[config.mk]
export PLATFORM = sky130hd
export DESIGN_NAME = if_prefetch_stage_flat
export DESIGN_NICKNAME = d
export VERILOG_FILES = /design/src/rtl/if_prefetch_stage_if.sv /design/src/rtl/if_prefetch_stage.sv /design/src/flat_wrapper.sv
export SDC_FILE = /design/constraint.sdc
export NUM_CORES = 1
export LEC_CHECK = 0
export ABC_AREA = 1
export CAP_MARGIN = 25
export CORE_UTILIZATION = 51
export CTS_CLUSTER_DIAMETER = 50
export DETAILED_ROUTE_END_ITERATION = 8
export PLACE_DENSITY_LB_ADDON = 0.2
export SKIP_CTS_REPAIR_TIMING = 1
export SLEW_MARGIN = 20
export SYNTH_ARGS = -nofsm -noshare
export SYNTH_HDL_FRONTEND = slang
export SYNTH_SLANG_ARGS = --single-unit
[constraint.sdc]
create_clock -name Clk -period 7.5 [get_ports Clk]
set_clock_uncertainty 0.1 [all_clocks]
set_input_delay 1.875 -clock Clk [delete_from_list [all_inputs] [get_ports Clk]]
set_output_delay 1.875 -clock Clk [all_outputs]
set_load 0.005 [all_outputs]
[src/rtl/if_prefetch_stage_if.sv]
// if_prefetch_stage_if: decoupled request/response instruction memory port.
interface if_prefetch_stage_if #(parameter int XLEN = 32);
  logic            Mem_req_valid;
  logic [XLEN-1:0] Mem_req_addr;
  logic            Mem_req_ready;
  logic            Mem_rsp_valid;
  logic [XLEN-1:0] Mem_rsp_data;
  modport master (output Mem_req_valid, Mem_req_addr, input Mem_req_ready, Mem_rsp_valid, Mem_rsp_data);
  modport slave  (input Mem_req_valid, Mem_req_addr, output Mem_req_ready, Mem_rsp_valid, Mem_rsp_data);
endinterface

[src/rtl/if_prefetch_stage.sv]
// if_prefetch_stage: fetch stage with DEPTH-entry prefetch queue; define IF_TRACKER_EN to add the IF_tracker output.
module if_prefetch_stage #(
  parameter int XLEN = 32,
  parameter int DEPTH = 4,
  parameter logic [XLEN-1:0] RESET_PC = '0,
  parameter logic [XLEN-1:0] NOP_INST = 32'h00000013
) (
  input  logic                   Clk,
  input  logic                   Reset_n,
  if_prefetch_stage_if.master    mem,
  input  logic                   Redirect_valid,
  input  logic [XLEN-1:0]        Redirect_target,
  input  logic                   Stall,
  output logic [XLEN-1:0]        Instruction_o,
  output logic [XLEN-1:0]        Program_counter,
  output logic                   Inst_valid_o,
  output logic [$clog2(DEPTH):0] Queue_count
`ifdef IF_TRACKER_EN
  ,
  output logic [7:0]             IF_tracker
`endif
);
  localparam int AW = $clog2(DEPTH);
  localparam int CW = AW + 1;
  logic [XLEN-1:0] fetch_pc;
  logic [XLEN-1:0] q_pc [DEPTH];
  logic [XLEN-1:0] q_inst [DEPTH];
  logic [XLEN-1:0] tag_pc [DEPTH];
  logic [AW-1:0] rd_ptr, wr_ptr, tag_rd, tag_wr;
  logic [CW-1:0] inflight, drop;
  logic [CW:0] credit;
  logic accept, rsp, rsp_drop, push, pop;
  assign credit = {1'b0, Queue_count} + {1'b0, inflight};
  assign mem.Mem_req_valid = Reset_n && !Redirect_valid && (credit < (CW+1)'(DEPTH));
  assign mem.Mem_req_addr = fetch_pc;
  assign accept = mem.Mem_req_valid && mem.Mem_req_ready;
  assign rsp = mem.Mem_rsp_valid;
  assign rsp_drop = drop != '0;
  assign push = rsp && !rsp_drop && !Redirect_valid;
  assign pop = !Redirect_valid && !Stall && Queue_count != '0;
  always_ff @(posedge Clk) begin
    if (accept) tag_pc[tag_wr] <= fetch_pc;
    if (push) begin
      q_pc[wr_ptr] <= tag_pc[tag_rd];
      q_inst[wr_ptr] <= mem.Mem_rsp_data;
    end
  end
  always_ff @(posedge Clk or negedge Reset_n) begin
    if (!Reset_n) begin
      fetch_pc <= RESET_PC;
      rd_ptr <= '0;
      wr_ptr <= '0;
      tag_rd <= '0;
      tag_wr <= '0;
      Queue_count <= '0;
      inflight <= '0;
      drop <= '0;
      Instruction_o <= NOP_INST;
      Program_counter <= '0;
      Inst_valid_o <= 1'b0;
    end else begin
      if (accept) begin
        fetch_pc <= fetch_pc + XLEN'(4);
        tag_wr <= tag_wr + 1'b1;
      end
      if (rsp) tag_rd <= tag_rd + 1'b1;
      inflight <= inflight + CW'(accept) - CW'(rsp);
      if (Redirect_valid) begin
        fetch_pc <= Redirect_target & ~XLEN'(3);
        drop <= inflight - CW'(rsp);
        rd_ptr <= '0;
        wr_ptr <= '0;
        Queue_count <= '0;
        Instruction_o <= NOP_INST;
        Inst_valid_o <= 1'b0;
      end else begin
        drop <= drop - CW'(rsp && rsp_drop);
        if (push) wr_ptr <= wr_ptr + 1'b1;
        if (pop) rd_ptr <= rd_ptr + 1'b1;
        Queue_count <= Queue_count + CW'(push) - CW'(pop);
        if (!Stall) begin
          Instruction_o <= pop ? q_inst[rd_ptr] : NOP_INST;
          Program_counter <= pop ? q_pc[rd_ptr] : Program_counter;
          Inst_valid_o <= pop;
        end
      end
    end
  end
`ifdef IF_TRACKER_EN
  always_ff @(posedge Clk or negedge Reset_n) begin
    if (!Reset_n) IF_tracker <= '0;
    else if (Redirect_valid) IF_tracker <= '0;
    else if (pop) IF_tracker <= IF_tracker + 8'd1;
  end
`endif
  // credit-based issue means a full queue can never see a push
  assert property (@(posedge Clk) disable iff (!Reset_n) !(push && Queue_count == CW'(DEPTH)));
endmodule
[src/flat_wrapper.sv]
// flat-port wrapper written by rule: the top's interface ports become plain ports
module if_prefetch_stage_flat 
#(
  parameter int XLEN = 32,
  parameter int DEPTH = 4,
  parameter logic [XLEN-1:0] RESET_PC = '0,
  parameter logic [XLEN-1:0] NOP_INST = 32'h00000013
)
  (Clk, Reset_n, Redirect_valid, Redirect_target, Stall, Instruction_o, Program_counter, Inst_valid_o, Queue_count, mem_Mem_req_valid, mem_Mem_req_addr, mem_Mem_req_ready, mem_Mem_rsp_valid, mem_Mem_rsp_data);
  if_prefetch_stage_if #(.XLEN(XLEN)) mem_i ();
  input  logic Clk;
  input  logic Reset_n;
  input  logic Redirect_valid;
  input  logic [XLEN-1:0] Redirect_target;
  input  logic Stall;
  output logic [XLEN-1:0] Instruction_o;
  output logic [XLEN-1:0] Program_counter;
  output logic Inst_valid_o;
  output logic [$clog2(DEPTH):0] Queue_count;
  output wire logic [$bits(mem_i.Mem_req_valid)-1:0] mem_Mem_req_valid;
  output wire logic [$bits(mem_i.Mem_req_addr)-1:0] mem_Mem_req_addr;
  input wire logic [$bits(mem_i.Mem_req_ready)-1:0] mem_Mem_req_ready;
  input wire logic [$bits(mem_i.Mem_rsp_valid)-1:0] mem_Mem_rsp_valid;
  input wire logic [$bits(mem_i.Mem_rsp_data)-1:0] mem_Mem_rsp_data;
  assign mem_Mem_req_valid = mem_i.Mem_req_valid;
  assign mem_Mem_req_addr = mem_i.Mem_req_addr;
  assign mem_i.Mem_req_ready = mem_Mem_req_ready;
  assign mem_i.Mem_rsp_valid = mem_Mem_rsp_valid;
  assign mem_i.Mem_rsp_data = mem_Mem_rsp_data;
  if_prefetch_stage #(.XLEN(XLEN), .DEPTH(DEPTH), .RESET_PC(RESET_PC), .NOP_INST(NOP_INST)) u_core (.Clk(Clk), .Reset_n(Reset_n), .mem(mem_i), .Redirect_valid(Redirect_valid), .Redirect_target(Redirect_target), .Stall(Stall), .Instruction_o(Instruction_o), .Program_counter(Program_counter), .Inst_valid_o(Inst_valid_o), .Queue_count(Queue_count));
endmodule
# Word-level counts from Yosys, hierarchy flattened
# Memories as Yosys holds them, arrays and structs flattened. A register that Yosys moved wholly into a read port is not among the register bits.
# Index checks and enable logic that the tools add are counted.
# totals
ff_bits	82
latchBits	0
mem_bits_rw	384
mem_bits_ro	0
inputBits	70
elab_cells	64
memories	3
# classes
n_addsub	12
n_mul	0
n_div	0
magnitude_cmp	1
eq_ne	1
shifts	0
muxes	17
bitwise_logic	2
n_reduce_logical	18
# memory_table
memory	words	width	read_ports	rd_ports_with_merged_regs	wr	line_no	text
u_core.q_inst	4	32	1	0	1	if_prefetch_stage.sv:27	logic [XLEN-1:0] q_inst [DEPTH];
u_core.q_pc	4	32	1	1	1	if_prefetch_stage.sv:26	logic [XLEN-1:0] q_pc [DEPTH];
u_core.tag_pc	4	32	1	0	1	if_prefetch_stage.sv:28	logic [XLEN-1:0] tag_pc [DEPTH];
# op_table
operator	count
32-bit 2-to-1 mux	5
32-bit by 3-bit adder with 32-bit output (second input constant)	1
3-bit by 1-bit subtractor with 3-bit output	4
2-bit by 1-bit adder with 2-bit output (second input constant)	4
1-bit logical AND	8
2-bit 2-to-1 mux	4
3-bit by 1-bit adder with 3-bit output	2
1-bit 2-to-1 mux	6
3-bit 2-to-1 mux	2
2-bit nonzero test	3
3-bit nonzero test	2
3-bit by 3-bit adder with 4-bit output	1
1-bit zero test	4
4-bit by 3-bit less-than comparator with 1-bit output (second input constant)	1
3-bit AND reduction	1
2-bit != test (second input constant)	1
1-bit inverter	2

# Logic depth before layout (Yosys ltp)
# Gate-level depths: netlist of run 1.
# depth
depth_word	7
ltp_mapped	13

# Worst setup path before layout of run 1
# OpenSTA, ideal clock, no wires.
# synth_timing
kind	input port to flip-flop
start	in mem_Mem_rsp_valid
end	mem u_core.q_inst[0][0], enable pin
arrival_time_ns	4.873
required_time_ns	6.918
setup_slack_ns	2.045
cell_stages	4
n_path_buf	0
path_cell_list	nand4_1 -> nor2_1 -> inv_1 -> nor2_1
# synth_via
elab_chain_cells	4
# synth_rtl
element	line_no	text
from (decl)	flat_wrapper.sv:23	input wire logic [$bits(mem_i.Mem_rsp_valid)-1:0] mem_Mem_rsp_valid;
1-bit logical AND (2 in a row)	if_prefetch_stage.sv:39	assign push = rsp && !rsp_drop && !Redirect_valid;
1-bit 2-to-1 mux	if_prefetch_stage.sv:43	if (push) begin
1-bit 2-to-1 mux (not written as such)	if_prefetch_stage.sv:45	q_inst[wr_ptr] <= mem.Mem_rsp_data;
to (decl)	if_prefetch_stage.sv:27	
# No other way between the ends.

# Final worst setup path of run 1
# layout_timing
start	in Redirect_valid
end	out mem_Mem_req_valid
# layout_via
elab_chain_cells	3
# layout_rtl
element	line_no	text
from (decl)	flat_wrapper.sv:13	input logic Redirect_valid;
1-bit zero test	if_prefetch_stage.sv:34	assign mem.Mem_req_valid = Reset_n && !Redirect_valid && (credit < (CW+1)'(DEPTH));
1-bit logical AND (2 in a row)	if_prefetch_stage.sv:34	
to (decl)	flat_wrapper.sv:20	output wire logic [$bits(mem_i.Mem_req_valid)-1:0] mem_Mem_req_valid;
# No other way between the ends.

==> impl_metrics.json, run 1 <==
{
  "status": "finished clean",
  "fin_cells": 2372,
  "maxCapViolations": 0,
  "synthTopCellsByArea": "edfxtp_1 (57%), dfrtp_1 (14%), nand2_1 (8.0%)",
  "crit_chain": "clkdlybuf4s50_1 -> buf_4 -> nor2_1 -> nand2_1 -> nor2_2 -> clkdlybuf4s50_1",
  "cts_tree": "yes",
  "dp_cells": 2279,
  "ctsHtreeMaxLevel": 2,
  "via_per_inst": 5.313,
  "die_y_um": 196.6,
  "die-area_sq_um": 38640,
  "wl_per_cell_um": 17.69,
  "setup_viol": 0,
  "arrival_ps": 3360,
  "relSlewSlack": 0.3319,
  "r2r_setup_slack_ps": 4320,
  "slowest_stage": "clkdlybuf4s50_1",
  "rsz0062_at_grt": "false",
  "overflow": 0,
  "clk_latency_ps": 550,
  "crit_family": "buffers and inverters",
  "synth_most_common_cell": "nand2_1",
  "area_growth_pct": 18.82,
  "crit_top_cell": "clkdlybuf4s50_1",
  "synth-seq-cells": 478,
  "vdd_drop_max_v": 0.0001790,
  "ant_nets": 0,
  "final_max_slew_viol_count": 0,
  "hold_viol_final": 0,
  "grt_pass1_wl_um": 65460,
  "synth-edff-count": 368,
  "tns_ps": 0,
  "antenna_cells": 0,
  "clk_pin_slew_ps": 60,
  "cts_root_buffer": "clkbuf_16",
  "coreArea_sq_um": 36960,
  "drt-pass1-iter-count": 4,
  "grt_antenna_before_repair": 1,
  "num-fill-cells": 2919,
  "cts_buffers": 49,
  "path_buf_inv": 3,
  "cts_buffer_depth": 3,
  "syn_area_per_cell_sq_um": 11.48,
  "drt_wl_total_um": 41960,
  "synth_async_sr_flop_share": 0.2301,
  "nets": 1919,
  "syn_inst": 1682,
  "fp.dieW_um": 196.6,
  "vias": 12603,
  "first_global_vias": 12099,
  "start_util": 0.5224,
  "synthFlopType": "edfxtp_1",
  "grt_max_degree": 101,
  "synth_cell_types": 30,
  "min_period_over_period": 0.7119,
  "worst_pin_slew_ps": 999.8,
  "port-buffer-count": 164,
  "cp-end-kind": "output port",
  "synth_common_cells": "nand2_1 (413), edfxtp_1 (368), nor2_1 (182)",
  "yosys_warnings": 0,
  "max_freq_ghz": 0.1873,
  "synth_top_area_frac": 0.5723,
  "syn-cell-area_sq_um": 19310,
  "drive_gt1_frac": 0.06263,
  "synth_top_area_cell": "edfxtp_1",
  "period_needed_ps": 5339,
  "cpPeakStageDelay_ps": 510,
  "rows": 70,
  "drt_iter0_markers": 658,
  "clkSinkCount": 478,
  "dp_hpwl_um": 23710,
  "drc": 0,
  "worstPathRequired_ps": 5530,
  "ioPinCount": 171,
  "worstSetupPathType": "input port to output port",
  "gp_congestion": 0.7963,
  "cellPowerDensity_nw_per_um2": 337.4,
  "yosysSeqAreaShare": 0.7151,
  "critical_path.max_fanout": 41,
  "grt_usage": 0.2183,
  "hp-class": "register to register",
  "leakagePower_uw": 0.008661,
  "worstSetupStartpointType": "input port"
}
## worst paths after layout
path | startpoint | cells after the start | endpoint
setup / recovery | Redirect_valid | 6 | mem_Mem_req_valid
hold / removal | u_core.Program_counter[11] | 2 | u_core.Program_counter[11]
setup reg to reg | u_core.Queue_count[1] | 9 | u_core.inflight[2]
hold reg to reg | u_core.Program_counter[11] | 2 | u_core.Program_counter[11]
max in group asynchronous | Reset_n | 2 | u_core.rd_ptr[0]
min in group asynchronous | Reset_n | 1 | u_core.Instruction_o[25]
## cell type report
cell class | count | area [sq um] | share of cell area
tap | 504 | 630.6 | 0.02749
clock inverter | 23 | 153.9 | 0.006708
clock buffer | 68 | 1370 | 0.05972
inverter | 76 | 286.5 | 0.01249
timing repair buffer | 183 | 1822 | 0.07941
multi-input combinational | 1040 | 4867 | 0.2122
sequential | 478 | 13810 | 0.6020
## tightest hold or removal path: cells and delay by family (launching register included)
kind | cells | cell delay (ps)
and+or+nand+nor | 2 | 100
DFF | 1 | 340
## through the flow
step | hold WS [ps] | util | power [uW] | setup WS, ps | area (sq um)
floorplan | 372.4 | - | 4649 | 2045 | 19320
global placement | 362.2 | 0.5780 | 5450 | 1931 | 21360
detailed placement | 365.2 | 0.5780 | 5509 | 1920 | 21360
CTS | 381.6 | 0.6192 | 7782 | 2146 | 22890
global route | 406.4 | 0.6207 | 8152 | 2056 | 22940
finish | 375.8 | 0.6207 | 7741 | 2161 | 22940
## metal layers
| layer | GRT usage | vias to the layer above | wire, um |
|---|---|---|---|
| met3 | 0.03303 | 60 | 2316 |
| met1 | 0.3054 | 6103 | 18810 |
| met2 | 0.3599 | 342 | 20030 |
| met5 | 0 | - | 13 |
| met4 | 0.05713 | 2 | 788 |
| li1 | - | 6096 | - |
## cell usage in the layout (no fill, tap or decap), types with 2 or more instances in the layout
cell type,count
nand3_1,181
ha_1,19
conb_1,4
dfrtp_1,105
xnor2_1,7
nand2_1,413
buf_4,18
a21oi_1,3
clkdlybuf4s50_1,163
edfxtp_1,368
clkinv_4,4
o21ai_0,137
inv_1,70
buf_16,2
xor2_1,8
clkbuf_16,51
inv_2,5
nor2_2,6
clkinv_1,8
clkinv_2,8
dfstp_2,3
clkbuf_1,14
nand4_1,2
fa_1,2
nor2_1,174
o21bai_1,8
clkbuf_8,3
o22ai_1,60
nor2_4,8
clkinvlp_4,2
o211ai_1,3
## cell families after synthesis
logic type	Yosys count	synth area share
AO/OA/AOI/OAI	212	0.06033
XOR/XNOR	15	0.006804
adder cells (fa/ha/maj)	21	0.01439
AND/OR/NAND/NOR	788	0.1667
flip-flops	478	0.7151
other	1	0.0001942
buffers and inverters	167	0.03655
## report_power, final
| part | switching (uW) | total, uW | internal (uW) |
|---|---|---|---|
| clock | 962 | 2270 | 1310 |
| combinational | 1170 | 1910 | 739 |
| sequential | 240 | 3560 | 3320 |
| total | 2370 | 7740 | 5370 |
## registers in the layout (all words and copies together), names as in the netlist, 3 cells and up
name / flops
u_core.Queue_count: 3
u_core.inflight: 3
u_core.tag_pc: 120
u_core.q_pc: 120
u_core.mem.Mem_req_addr: 30
u_core.q_inst: 128
u_core.Program_counter: 30
u_core.Instruction_o: 32
u_core.drop: 3
No activity file was read; power rests on OpenSTA's default activity.
==> run 2, diff against run 1 <==
==> constraint.sdc (replaced) <==
create_clock -name Clk -period 5.3 [get_ports Clk]
set_clock_uncertainty 0.1 [all_clocks]
set_input_delay 1.325 -clock Clk [delete_from_list [all_inputs] [get_ports Clk]]
set_output_delay 1.325 -clock Clk [all_outputs]
set_load 0.005 [all_outputs]
==> impl_metrics.json, run 2 (synthesis gave the netlist of run 1 again) <==
{
  "status": "finished clean",
  "p_sw_uw": 3391,
  "relSlewSlack": 0.3283,
  "cts_tree": "yes",
  "cellPowerDensity_nw_per_um2": 483.7,
  "nets": 1927,
  "drc": 0,
  "start_util": 0.5224,
  "period_needed_ps": 4337,
  "port-buffer-count": 164,
  "worstSetupStartpointType": "input port",
  "top_register": "u_core.q_inst",
  "first_global_vias": 12462,
  "clk_latency_ps": 580,
  "maxCapViolations": 0,
  "drt_wl_total_um": 42250,
  "ioPinCount": 171,
  "power_frac_seq": 0.450,
  "worstSetupPathType": "input port to output port",
  "clk_pin_slew_ps": 60,
  "cts_buffers": 50,
  "post-place-ws_ps": 755.8,
  "die_y_um": 196.6,
  "dp_hpwl_um": 24810,
  "final_common_cell": "nand2_1",
  "drive_gt1_frac": 0.06819,
  "utilization": 0.6250,
  "grt_usage": 0.2244,
  "cts_buffer_depth": 3,
  "coreArea_sq_um": 36960,
  "worst_pin_slew_ps": 1006,
  "clkPwrFrac": 0.309,
  "via_per_inst": 5.352,
  "vdd_drop_max_v": 0.0002299,
  "combinationalPowerShare": 0.241,
  "fp.dieW_um": 196.6,
  "drt-pass1-iter-count": 4,
  "clkSinkCount": 478,
  "drt_iter0_markers": 805,
  "tns_ps": 0,
  "fin_ws_ps": 963.0,
  "gp_congestion": 0.7874,
  "num-fill-cells": 2920,
  "final_max_slew_viol_count": 0,
  "arrival_ps": 2910,
  "vias": 12742,
  "setup_viol": 0,
  "cp-end-kind": "output port",
  "area_growth_pct": 19.63,
  "cts_root_buffer": "clkbuf_16",
  "hp-class": "register to register",
  "internal-power_uw": 7782,
  "reg_top3": "u_core.q_inst (128), u_core.q_pc (120), u_core.tag_pc (120)",
  "largest_reg_flops": 128,
  "final_cell_mix": "nand2_1 (413), edfxtp_1 (368), nand3_1 (181)",
  "leakagePower_uw": 0.008739,
  "rows": 70,
  "max_freq_ghz": 0.2306,
  "ant_nets": 0,
  "ctsHtreeMaxLevel": 2,
  "antenna_cells": 0,
  "overflow": 0,
  "wl_per_cell_um": 17.74,
  "netSwitchingFraction": 0.3035,
  "die-area_sq_um": 38640,
  "grt_antenna_before_repair": 1,
  "worstPathRequired_ps": 3880,
  "rsz0062_at_grt": "false",
  "hold_viol_final": 0,
  "grt_max_degree": 81,
  "critical_path.max_fanout": 12,
  "grt_pass1_wl_um": 67000,
  "min_period_over_period": 0.8183
}
## run 2: cell types whose count changed in the layout (fill, tap and decap cells not counted), moves of 2 or more
cell and change:
bufinv_16 +4, buf_16 -2, buf_4 +5, buf_12 +4
inv_8 +2, nor2_2 +4, clkinv_4 -2, clkinv_1 -2
nor2_4 -4
## run 2: power groups by stage
stage	logic (uW)	registers [uW]	clock network, uW
finish	2690	5030	3460
global route	3020	5080	3670
CTS	2710	5030	3520
detailed placement	2690	5100	0
global placement	2620	5090	0
floorplan	1570	5010	0
## run 2: final timing paths
kind                       slack (ps)  cells after the start                       start                     endpoint
setup / recovery                  960                      5              Redirect_valid            mem_Mem_req_valid
hold / removal                    380                      2  u_core.Program_counter[21]   u_core.Program_counter[21]
setup reg to reg                 2530                      9       u_core.Queue_count[1]           u_core.inflight[2]
hold reg to reg                   380                      2  u_core.Program_counter[21]   u_core.Program_counter[21]
max in group asynchronous        3260                      3                     Reset_n  u_core.mem.Mem_req_addr[23]
min in group asynchronous         860                      2                     Reset_n     u_core.Instruction_o[11]
## run 2: cell type report
| cell class | count | area, sq um | area share |
|---|---|---|---|
| clock buffer | 67 | 1356 | 0.05872 |
| inverter | 76 | 286.5 | 0.01240 |
| sequential | 478 | 13810 | 0.5979 |
| timing repair buffer | 190 | 1884 | 0.08157 |
| tap | 504 | 630.6 | 0.02730 |
| multi-input combinational | 1040 | 4847 | 0.2098 |
| clock inverter | 26 | 282.8 | 0.01224 |
## run 2: worst max-delay path, cell delays in order
cell and delay [ps]:
clkdlybuf4s50_1 670, nor2_1 200, nand2_1 70, nor2_2 130, clkdlybuf4s50_1 510
## run 2: per-stage QoR
step / instances / total power [uW] / hold WS, ps / cell area (sq um)
floorplan: 1685 / 6579 / 372.4 / 19320
global placement: 2288 / 7712 / 361.1 / 21460
detailed placement: 2288 / 7794 / 364.4 / 21460
CTS: 2381 / 11270 / 381.2 / 23100
global route: 2381 / 11780 / 392.3 / 23100
finish: 2381 / 11170 / 379.2 / 23100
## run 2: per-layer routing
metal / vias to the layer above / global-route usage / wire (um)
met1: 6163 / 0.3025 / 18650
met3: 57 / 0.04261 / 2660
met5: - / 0 / 13
met4: 2 / 0.05685 / 654
li1: 6124 / - / -
met2: 396 / 0.3771 / 20270
==> run 3, diff against run 2 <==
==> constraint.sdc (replaced) <==
create_clock -name Clk -period 3.9 [get_ports Clk]
set_clock_uncertainty 0.1 [all_clocks]
set_input_delay 0.975 -clock Clk [delete_from_list [all_inputs] [get_ports Clk]]
set_output_delay 0.975 -clock Clk [all_outputs]
set_load 0.005 [all_outputs]
==> impl_metrics.json, run 3 (synthesis gave the netlist of run 1 again) <==
{
  "grt_pass1_wl_um": 67880,
  "grt_antenna_before_repair": 1,
  "clkSinkCount": 478,
  "r2r_end": "u_core.Program_counter[31]",
  "ant_nets": 0,
  "design_area_sq_um": 23210,
  "relSlewSlack": 0.3679,
  "cellPowerDensity_nw_per_um2": 655.1,
  "hold_path_startpoint": "u_core.Program_counter[21]",
  "min_to": "u_core.Program_counter[21]",
  "p_sw_uw": 4603,
  "overflow": 0,
  "nets": 1938,
  "r2r_setup_slack_ps": 1420,
  "via_per_inst": 5.329,
  "hp-class": "register to register",
  "fin_ws_ps": 598.2,
  "drt_iter0_markers": 745,
  "final_common_cell": "nand2_1",
  "clk_pin_slew_ps": 60,
  "cp-end-kind": "output port",
  "worst_pin_slew_ps": 948.2,
  "placed_area_sq_um": 21560,
  "combinationalPowerShare": 0.242,
  "rsz0062_at_grt": "false",
  "largest_reg_flops": 128,
  "worstSetupPathType": "input port to output port",
  "rows": 70,
  "top_register": "u_core.q_inst",
  "vias": 12736,
  "die_y_um": 196.6,
  "ctsHtreeMaxLevel": 2,
  "power_frac_seq": 0.450,
  "fin_cells": 2390,
  "status": "finished clean",
  "drt_wl_total_um": 42900,
  "maxCapViolations": 0,
  "dp_hpwl_um": 25090,
  "critical_path.max_fanout": 3,
  "min_period_over_period": 0.8466,
  "wl_per_cell_um": 17.95,
  "clk_latency_ps": 560,
  "cts_tree": "yes",
  "final_max_slew_viol_count": 0,
  "drt-pass1-iter-count": 7,
  "start_util": 0.5224,
  "ioPinCount": 171,
  "post-place-ws_ps": 593.3,
  "clkPwrFrac": 0.308,
  "period_needed_ps": 3302,
  "netSwitchingFraction": 0.3027,
  "cts_buffers": 49,
  "dp_cells": 2299,
  "r2r-start": "u_core.rd_ptr[0]",
  "coreArea_sq_um": 36960,
  "r2r_cells": 6,
  "whs_path_depth": 2,
  "drive_gt1_frac": 0.07741,
  "num-fill-cells": 2900,
  "grt_usage": 0.2268,
  "grt_max_degree": 67,
  "whs_ps": 380.2,
  "cts_buffer_depth": 3,
  "worstSetupStartpointType": "input port",
  "die-area_sq_um": 38640,
  "leakagePower_uw": 0.008815,
  "setup_viol": 0,
  "internal-power_uw": 10600,
  "reg_top3": "u_core.q_inst (128), u_core.q_pc (120), u_core.tag_pc (120)",
  "area_growth_pct": 20.21,
  "cts_root_buffer": "clkbuf_16",
  "drc": 0,
  "gp_congestion": 0.7749,
  "antenna_cells": 0,
  "port-buffer-count": 164,
  "arrival_ps": 2230,
  "final_cell_mix": "nand2_1 (413), edfxtp_1 (368), nand3_1 (181)",
  "fp.dieW_um": 196.6,
  "utilization": 0.6280,
  "max_freq_ghz": 0.3029,
  "worstPathRequired_ps": 2820,
  "vdd_drop_max_v": 0.0003400,
  "hold_viol_final": 0,
  "first_global_vias": 12541
}
-- run 3: area by class of cell --
cell class,count,area (sq um),share of cell area
flip-flops and latches,478,13810,0.5951
multi-input cells,1040,4847,0.2088
repair buffers,202,1994,0.08593
clock buffers,62,1346,0.05800
well taps,504,630.6,0.02717
clock inverters,28,294.0,0.01267
inverters,76,286.5,0.01234
-- run 3: worst max-delay path by stage --
stage	cells past startpoint	from	endpoint
after floorplan	4	mem_Mem_rsp_valid	u_core.q_inst[0][0]
after global placement	5	Redirect_valid	mem_Mem_req_valid
after detailed placement	5	Redirect_valid	mem_Mem_req_valid
after CTS	5	Redirect_valid	mem_Mem_req_valid
after global routing	5	Redirect_valid	mem_Mem_req_valid
final	5	Redirect_valid	mem_Mem_req_valid
-- run 3: routing by layer --
metal  track usage  vias to the layer above  share of wire
met2        0.3692                      376           0.47
met5             0                        -              0
met1        0.3158                     6170           0.45
met3       0.04004                       64          0.060
met4       0.06374                        0          0.019
li1              -                     6126              -
-- run 3: power groups by stage --
stage | Combinational, uW | Clock, uW | Sequential, uW
after floorplan | 2130 | 0 | 6810
after global routing | 4150 | 4980 | 6920
after CTS | 3700 | 4780 | 6840
final | 3680 | 4690 | 6840
after global placement | 3580 | 0 | 6920
after detailed placement | 3680 | 0 | 6940
-- run 3: worst max-delay path, cell delays in order --
cell	delay (ps)
clkdlybuf4s50_1	440
nor2_1	110
nand2_1	60
nor2_2	120
clkdlybuf4s50_1	510
-- run 3: metrics by stage --
stage                     TNS (ps)  total power, uW
after CTS                        0            15330
after global placement           0            10500
after detailed placement         0            10620
after floorplan            -162560             8940
after global routing             0            16050
final                            0            15200
